`config.mk`:
```
export PLATFORM = sky130hd
export DESIGN_NAME = mem_access_stage
export DESIGN_NICKNAME = d
export VERILOG_FILES = /design/src/rtl/mem_access_stage.sv
export SDC_FILE = /design/constraint.sdc
export NUM_CORES = 1
export LEC_CHECK = 0
export CAP_MARGIN = 20
export CELL_PAD_IN_SITES_DETAIL_PLACEMENT = 0
export CELL_PAD_IN_SITES_GLOBAL_PLACEMENT = 1
export CORE_ASPECT_RATIO = 0.6
export CORE_MARGIN = 2
export CORE_UTILIZATION = 25
export CTS_CLUSTER_SIZE = 40
export DETAILED_ROUTE_END_ITERATION = 16
export PLACE_DENSITY = 0.71
export SLEW_MARGIN = 20
export SYNTH_ARGS = -nofsm -noshare
export SYNTH_HDL_FRONTEND = slang
export SYNTH_SLANG_ARGS = --single-unit
```
`constraint.sdc`:
```
create_clock -name clk -period 3.05 [get_ports clk]
set_clock_uncertainty 0.1 [all_clocks]
set_input_delay 0.61 -clock clk [delete_from_list [all_inputs] [get_ports clk]]
set_output_delay 0.61 -clock clk [all_outputs]
set_load 0.01 [all_outputs]
```
`src/rtl/mem_access_stage.sv`:
```
// RV32 load/store access stage: execute handshake in, req/gnt/rvalid data port out, registered writeback.
// Optional misaligned-access trap compiled in with `define MEM_ACCESS_MISALIGN_TRAP_EN.
module mem_access_stage #(
    parameter int ADDR_W = 32
) (
    input  logic              clk,
    input  logic              rst_n,
    input  logic              ex_valid,
    output logic              ex_ready,
    input  logic              ex_load,
    input  logic              ex_store,
    input  logic [2:0]        ex_f3,
    input  logic [ADDR_W-1:0] ex_addr,
    input  logic [31:0]       ex_wdata,
    input  logic [4:0]        ex_rd,
    input  logic              ex_reg_w_en,
    input  logic [31:0]       ex_alu_out,
    output logic              dm_req,
    output logic              dm_we,
    output logic [ADDR_W-1:0] dm_addr,
    output logic [3:0]        dm_be,
    output logic [31:0]       dm_wdata,
    input  logic              dm_gnt,
    input  logic              dm_rvalid,
    input  logic [31:0]       dm_rdata,
    output logic              wb_en,
    output logic [4:0]        wb_reg,
    output logic [31:0]       wb_val,
    output logic              misalign
);

    typedef enum logic [1:0] {
        IDLE = 2'b00,
        REQ  = 2'b01,
        WAIT = 2'b10
    } state_t;

    state_t            state_q, state_d;
    logic [ADDR_W-1:0] addr_q, addr_d;
    logic [2:0]        f3_q, f3_d;
    logic [31:0]       wdata_q, wdata_d;
    logic [4:0]        rd_q, rd_d;
    logic              we_q, we_d;
    logic              wb_en_q, wb_en_d;
    logic [4:0]        wb_reg_q, wb_reg_d;
    logic [31:0]       wb_val_q, wb_val_d;
    logic [ADDR_W-1:0] acc_addr;
    logic              is_mem;
    logic              go_req;

    function automatic logic f3_legal(input logic is_load, input logic [2:0] f3);
        if (is_load) begin
            return (f3 == 3'b000) || (f3 == 3'b001) || (f3 == 3'b010) ||
                   (f3 == 3'b100) || (f3 == 3'b101);
        end
        return (f3[2] == 1'b0) && (f3[1:0] != 2'b11);
    endfunction

    function automatic logic [3:0] lane_mask(input logic [1:0] size, input logic [1:0] lo);
        case (size)
            2'b00:   lane_mask = 4'b0001 << lo;
            2'b01:   lane_mask = lo[1] ? 4'b1100 : 4'b0011;
            default: lane_mask = 4'b1111;
        endcase
    endfunction

    function automatic logic [31:0] store_lanes(input logic [1:0] size, input logic [31:0] wd);
        case (size)
            2'b00:   store_lanes = {4{wd[7:0]}};
            2'b01:   store_lanes = {2{wd[15:0]}};
            default: store_lanes = wd;
        endcase
    endfunction

    function automatic logic [31:0] load_extract(input logic [2:0] f3, input logic [1:0] lo,
                                                 input logic [31:0] rdata);
        logic [7:0]  b;
        logic [15:0] h;
        case (lo)
            2'b00:   b = rdata[7:0];
            2'b01:   b = rdata[15:8];
            2'b10:   b = rdata[23:16];
            default: b = rdata[31:24];
        endcase
        h = lo[1] ? rdata[31:16] : rdata[15:0];
        // f3[2] marks the unsigned variants (lbu/lhu)
        case (f3[1:0])
            2'b00:   load_extract = {{24{~f3[2] & b[7]}}, b};
            2'b01:   load_extract = {{16{~f3[2] & h[15]}}, h};
            default: load_extract = rdata;
        endcase
    endfunction

`ifdef MEM_ACCESS_MISALIGN_TRAP_EN
    logic misalign_q, misalign_d;

    function automatic logic is_misaligned(input logic [1:0] size, input logic [1:0] lo);
        return ((size == 2'b01) && lo[0]) || ((size == 2'b10) && (lo != 2'b00));
    endfunction
`else
    function automatic logic [ADDR_W-1:0] force_align(input logic [1:0] size,
                                                      input logic [ADDR_W-1:0] a);
        logic [ADDR_W-1:0] r;
        r = a;
        if (size == 2'b01) begin
            r[0] = 1'b0;
        end else if (size == 2'b10) begin
            r[1:0] = 2'b00;
        end
        return r;
    endfunction
`endif

    always_comb begin
        state_d  = state_q;
        addr_d   = addr_q;
        f3_d     = f3_q;
        wdata_d  = wdata_q;
        rd_d     = rd_q;
        we_d     = we_q;
        wb_en_d  = 1'b0;
        wb_reg_d = wb_reg_q;
        wb_val_d = wb_val_q;
        is_mem   = ex_load | ex_store;
        go_req   = 1'b0;
`ifdef MEM_ACCESS_MISALIGN_TRAP_EN
        misalign_d = 1'b0;
        acc_addr   = ex_addr;
`else
        acc_addr   = force_align(ex_f3[1:0], ex_addr);
`endif

        case (state_q)
            IDLE: begin
                if (ex_valid) begin
                    if (!is_mem) begin
                        wb_en_d  = ex_reg_w_en && (ex_rd != 5'd0);
                        wb_reg_d = ex_rd;
                        wb_val_d = ex_alu_out;
                    end else if (f3_legal(ex_load, ex_f3)) begin
`ifdef MEM_ACCESS_MISALIGN_TRAP_EN
                        if (is_misaligned(ex_f3[1:0], ex_addr[1:0])) begin
                            misalign_d = 1'b1;
                        end else begin
                            go_req = 1'b1;
                        end
`else
                        go_req = 1'b1;
`endif
                    end
                end
                if (go_req) begin
                    addr_d  = acc_addr;
                    f3_d    = ex_f3;
                    wdata_d = ex_wdata;
                    rd_d    = ex_rd;
                    we_d    = ex_store;
                    state_d = REQ;
                end
            end
            REQ: begin
                if (dm_gnt) begin
                    state_d = we_q ? IDLE : WAIT;
                end
            end
            WAIT: begin
                if (dm_rvalid) begin
                    wb_en_d  = (rd_q != 5'd0);
                    wb_reg_d = rd_q;
                    wb_val_d = load_extract(f3_q, addr_q[1:0], dm_rdata);
                    state_d  = IDLE;
                end
            end
            default: state_d = IDLE;
        endcase
    end

    always_ff @(posedge clk or negedge rst_n) begin
        if (!rst_n) begin
            state_q  <= IDLE;
            addr_q   <= '0;
            f3_q     <= 3'b000;
            wdata_q  <= 32'd0;
            rd_q     <= 5'd0;
            we_q     <= 1'b0;
            wb_en_q  <= 1'b0;
            wb_reg_q <= 5'd0;
            wb_val_q <= 32'd0;
        end else begin
            state_q  <= state_d;
            addr_q   <= addr_d;
            f3_q     <= f3_d;
            wdata_q  <= wdata_d;
            rd_q     <= rd_d;
            we_q     <= we_d;
            wb_en_q  <= wb_en_d;
            wb_reg_q <= wb_reg_d;
            wb_val_q <= wb_val_d;
        end
    end

`ifdef MEM_ACCESS_MISALIGN_TRAP_EN
    always_ff @(posedge clk or negedge rst_n) begin
        if (!rst_n) begin
            misalign_q <= 1'b0;
        end else begin
            misalign_q <= misalign_d;
        end
    end
    assign misalign = misalign_q;
`else
    assign misalign = 1'b0;
`endif

    // Bus outputs are only driven while a request is outstanding; zero otherwise
    assign ex_ready = (state_q == IDLE);
    assign dm_req   = (state_q == REQ);
    assign dm_we    = dm_req & we_q;
    assign dm_addr  = dm_req ? {addr_q[ADDR_W-1:2], 2'b00} : '0;
    assign dm_be    = dm_req ? lane_mask(f3_q[1:0], addr_q[1:0]) : 4'b0000;
    assign dm_wdata = (dm_req && we_q) ? store_lanes(f3_q[1:0], wdata_q) : 32'd0;
    assign wb_en    = wb_en_q;
    assign wb_reg   = wb_reg_q;
    assign wb_val   = wb_val_q;

endmodule
```
==> impl_results.md <==
- Number of setup violations in the final report: 0
- YS warnings: 0
- Core ar.: 23000 um2
- Cts bufs inserted: 17
- Largest net degree at the start of global routing: 63
- Final wirelength: 21300 um
- Final period demand of the worst path: 2900 ps
- Post-synth top area share: 48.4%
- Max Slew Vio Count: 0
- Die H: 122 um
- Fmax: 0.345 GHz
- Proportion of layout cells with a drive suffix above 1: 16.6%
- VDD IR-drop max: 365 uV
- Cts repair resizes: 16
- Status: complete, no violations
- Critical Path Fanout Max: 34
- Vias in the first global route: 5548
- Post-route insts no fill: 1161
- Area after DPL: 8780 um2
- Leading area contributor after synthesis: dfrtp_1
- Synth async-reset ratio: 100%
- Final Cell Area: 9430 um2
- Layout area overhead: 61.3%
- Leak: 4.06 nW
- Hold_buf cts: 0
- Nets: 976
- Vias per Instance: 4.68
- Worst rel slew slack: 42.2%
- Placer congestion estimate: 0.817
- Total global routing overflow: 0
- DR vias: 5429
- Post-route ant nets: 0
- Max-cap violation count: 0
- DR iter-0 viols: 304
- PortBufs: 250
- Worst-Skew Late Latency: 420 ps
- H-tree depth: 4
- Hold Vio Cnt, Final: 0
- Crit. End Element: output pin
- Mapped cell area: 5840 um2
- Fin Setup TNS: 0 ps
- Die Area: 24700 um2
- Fin crit share: 95.0%
- Num rows: 43
- Drt wl/cell: 18.4 um
- RSZ-0062 raised after global routing: no
- Top post-synthesis cells by area: dfrtp_1, mux2_2, a21oi_1
- DRC: 0
- Initial antenna violation count: 3
- Initial Util: 25.4%
- Seq/Total Area, Yosys: 48.4%
- TritonCTS clock tree: yes
- GRT Total Usage: 17.6%
- Filler cells: 2343
- Critical Path AT: 2190 ps
- Worst Hold Class: primary input to asynchronous set/reset pin
- Cell with the most instances after synthesis: dfrtp_1
- Clk slew on worst S/H paths: 50 ps
- Actual slew at the worst max-slew pin: 860 ps
- Post-synthesis cell type count: 40
- Critical Path RT: 2340 ps
- Post-synth top flop: dfrtp_1
- DP Cell Count: 1128
- CTS Buffer Depth: 2
- Post-CTS Setup Inserts: 0
- EDFF count, synth: 0
- Setup crit start kind: register
- Crit path kind: register to output pin
- Average size of a mapped cell: 10.0 um2
- Post-DP HPWL: 15700 um
- Die Wd: 201 um
- Post-synth top cells: dfrtp_1, mux2_2, nand2_1
- Cells after synthesis: 583
- Clk sink count: 113
- Reg2Reg Setup Slack: 780 ps
- First drt pass iteration count: 4
- FF+latch count, synth: 113
- Root buf cell: clkbuf_16
- PD cells: 810 nW/um2
- Ports: 254
- First-pass GRT wire length: 32800 um
## stage by stage
stage | util (%) | power [mW] | hold slack, ps | setup slack, ps
floorplan | - | 4.02 | 214 | 850
global placement | 38.1 | 5.58 | 369 | 189
CTS | 40.7 | 7.74 | 28.7 | 64.1
detailed placement | 38.1 | 5.62 | 373 | 154
global route | 40.9 | 8.13 | 39.3 | 27.5
finish | 40.9 | 7.64 | 32.8 | 154
## power breakdown
group	internal [mW]	total, mW	switching (mW)	leakage, nW
sequential	2.12	2.55	0.423	1.32
combinational	1.64	3.03	1.38	2.46
clock	1.30	2.07	0.768	0.280
total	5.06	7.64	2.58	4.06
## critical path, stage by stage (launching register included)
cell and delay [ps]:
dfrtp_1 430, nand2b_4 190, inv_1 110, buf_6 230, and3_1 240, clkdlybuf4s50_1 550
## cell families after synthesis
logic type	after synthesis	share of synthesized area [%]
other	1	0.0642
muxes	95	17.8
buffers and inverters	54	3.98
AOI/OAI and AO/OA	145	14.9
DFF	113	48.4
xor gates and xnor gates	1	0.150
and+or+nand+nor	174	14.7
## layout make-up
| cell class | instances | area, um2 | share of cell area [%] |
|---|---|---|---|
| timing repair buffer | 276 | 2760 | 29.3 |
| clock inverter | 13 | 164 | 1.74 |
| tap | 315 | 394 | 4.18 |
| sequential | 113 | 2830 | 30.0 |
| inverter | 6 | 22.5 | 0.239 |
| clock buffer | 18 | 439 | 4.66 |
| antenna | 2 | 5.00 | 0.0531 |
| multi-input combinational | 418 | 2810 | 29.8 |
## cells in the final DEF (no fill, tap or decap), types with 17 or more instances in the layout
cell type	n
clkdlybuf4s50_1	225
dfrtp_1	110
buf_4	21
mux2_2	71
clkbuf_16	17
a21oi_1	50
nor2_1	43
mux2i_1	24
and2_1	33
o21ai_0	35
nand2_1	58
## final timing paths
check                      startpoint           to  depth (start not counted)
min in group clk            wb_val[1]    wb_val[1]                          2
max in group asynchronous       rst_n    addr_q[9]                          2
hold / removal                  rst_n  wdata_q[22]                          1
setup reg to reg           state_q[1]   wb_val[23]                          5
setup / recovery           state_q[1]  dm_wdata[1]                          5
hold reg to reg             wb_val[1]    wb_val[1]                          2
## per-layer routing
layer	wire (um)	track usage [%]
met5	0	0
met4	276	5.15
met3	1760	6.74
met2	8490	23.4
met1	10800	25.9
No activity file was read; power rests on OpenSTA's default activity.
==> patch: new RTL, config.mk and constraints unchanged <==
`ADDR_W`: 32 -> 36.
--- a/src/rtl/mem_access_stage.sv
+++ b/src/rtl/mem_access_stage.sv
@@ -1,7 +1,7 @@
 // RV32 load/store access stage: execute handshake in, req/gnt/rvalid data port out, registered writeback.
 // Optional misaligned-access trap compiled in with `define MEM_ACCESS_MISALIGN_TRAP_EN.
 module mem_access_stage #(
-    parameter int ADDR_W = 32
+    parameter int ADDR_W = 36
 ) (
     input  logic              clk,
     input  logic              rst_n,
Interface: changed (resized dm_addr and ex_addr); port bits go from 254 to 262. The function was not compared with the original's and may differ.
==> patch against the unedited design <==
  * Sequential cell count is 4 higher
  * Sequential share of layout area increased by 0.16 points
  * Wire length grew 3.3%
  * Sequential power grew 4%
  * Synthesized area rose by 2.9%
  * Worst setup slack got worse by 0.030 ns
  * Final area up 3.0%
  * Global-route usage grew 0.23 points
  * Via count increased by 2.4%
  * First-iteration DRC count is 6.6% lower
  * Synthesized cell count increased by 2.1%
  * Power grew 3.3%
  * Critical endpoint is now dm_wdata[29]
  * Largest cell class unchanged
  * Largest power group unchanged
==> patch: results (changes against the unedited design) <==
met1 GRT Util 0.265 (+0.00596); post-synthesis xor/xnor area fraction 0.00146 (-0.0000421); WP data arrival 2.22 ns (+0.03 ns); cts repair resizes 4 (-12); # clk buffers 17 (-1); nets 998 (+2.3%); vias in the first global route 5,543 (-0.090%); synth cell count leaders dfrtp_1 (117), mux2_2 (75), nand2_1 (58); number of diodes 0 (-2); mux contribution to synthesized area 0.180 (+0.00249); max_slew headroom 0.464 (+0.0417); WL final 22,000 um (+3.3%); #MultiIn Comb 426 (+1.9%); met2 WL 8800 um (+3.7%); gpl congestion 0.810 (-0.92%); fraction of the yosys area taken by sequential cells 0.487 (+0.00305); ClkCell Share 0.0647 (+0.000723); initial antenna violation count 0 (-3); largest net degree at the start of global routing 67 (+6.3%); WL met1 11,000 um (+1.8%); drt pass-1 iters 5 (+1); fraction of layout instances using a drive strength above 1 0.167 (+0.000983); status complete, no violations; drt wl/cell 18.7 um (+1.8%); Vias/cell 4.72 (+0.90%); first-pass GRT wire length 33,600 um (+2.5%); NonClk Buf Share 0.294 (+0.00104); Post-DP HPWL 16,300 um (+3.6%); worst-path fanout max 25 (-26%); met3 usage 0.0709 (+0.00346); Total GRT Usage 0.178 (+0.00231); clock tree sinks 117 (+3.5%); WL met3 2020 um (+15%); Comb power 0.00307 W (+1%); Synth area leaders dfrtp_1 (49%), mux2_2 (14%), a21oi_1 (4.2%); Clk. pwr 0.00217 W (+5%); sequential portion of the cell area 0.302 (+0.00160); Leak Pwr 4.11 nW (+1.1%); fillers 2,306 (-1.6%)
==> patch: final timing paths <==
path	startpoint	to	slack [ns]	depth (start not counted)
max in group asynchronous	rst_n	addr_q[33]$_DFFE_PN0P_	2.04	2
hold / removal	rst_n	addr_q[29]$_DFFE_PN0P_	0.10	1
hold reg to reg	wb_val[6]$_DFFE_PN0P_	wb_val[6]$_DFFE_PN0P_	0.38	1
setup reg to reg	state_q[1]$_DFFE_PN0P_	wb_val[17]$_DFFE_PN0P_	0.79	5
min in group clk	wb_val[6]$_DFFE_PN0P_	wb_val[6]$_DFFE_PN0P_	0.38	1
setup / recovery	state_q[1]$_DFFE_PN0P_	dm_wdata[29]	0.12	6
==> patch: per-stage QoR <==
stage / power [W] / cell area [um^2] / setup WS, ns
global route: 0.00841 / 9710 / 0.000589
floorplan: 0.00414 / 6020 / 0.849
CTS: 0.00799 / 9680 / 0.0183
global placement: 0.00572 / 9040 / 0.240
finish: 0.00790 / 9710 / 0.124
detailed placement: 0.00576 / 9040 / 0.213
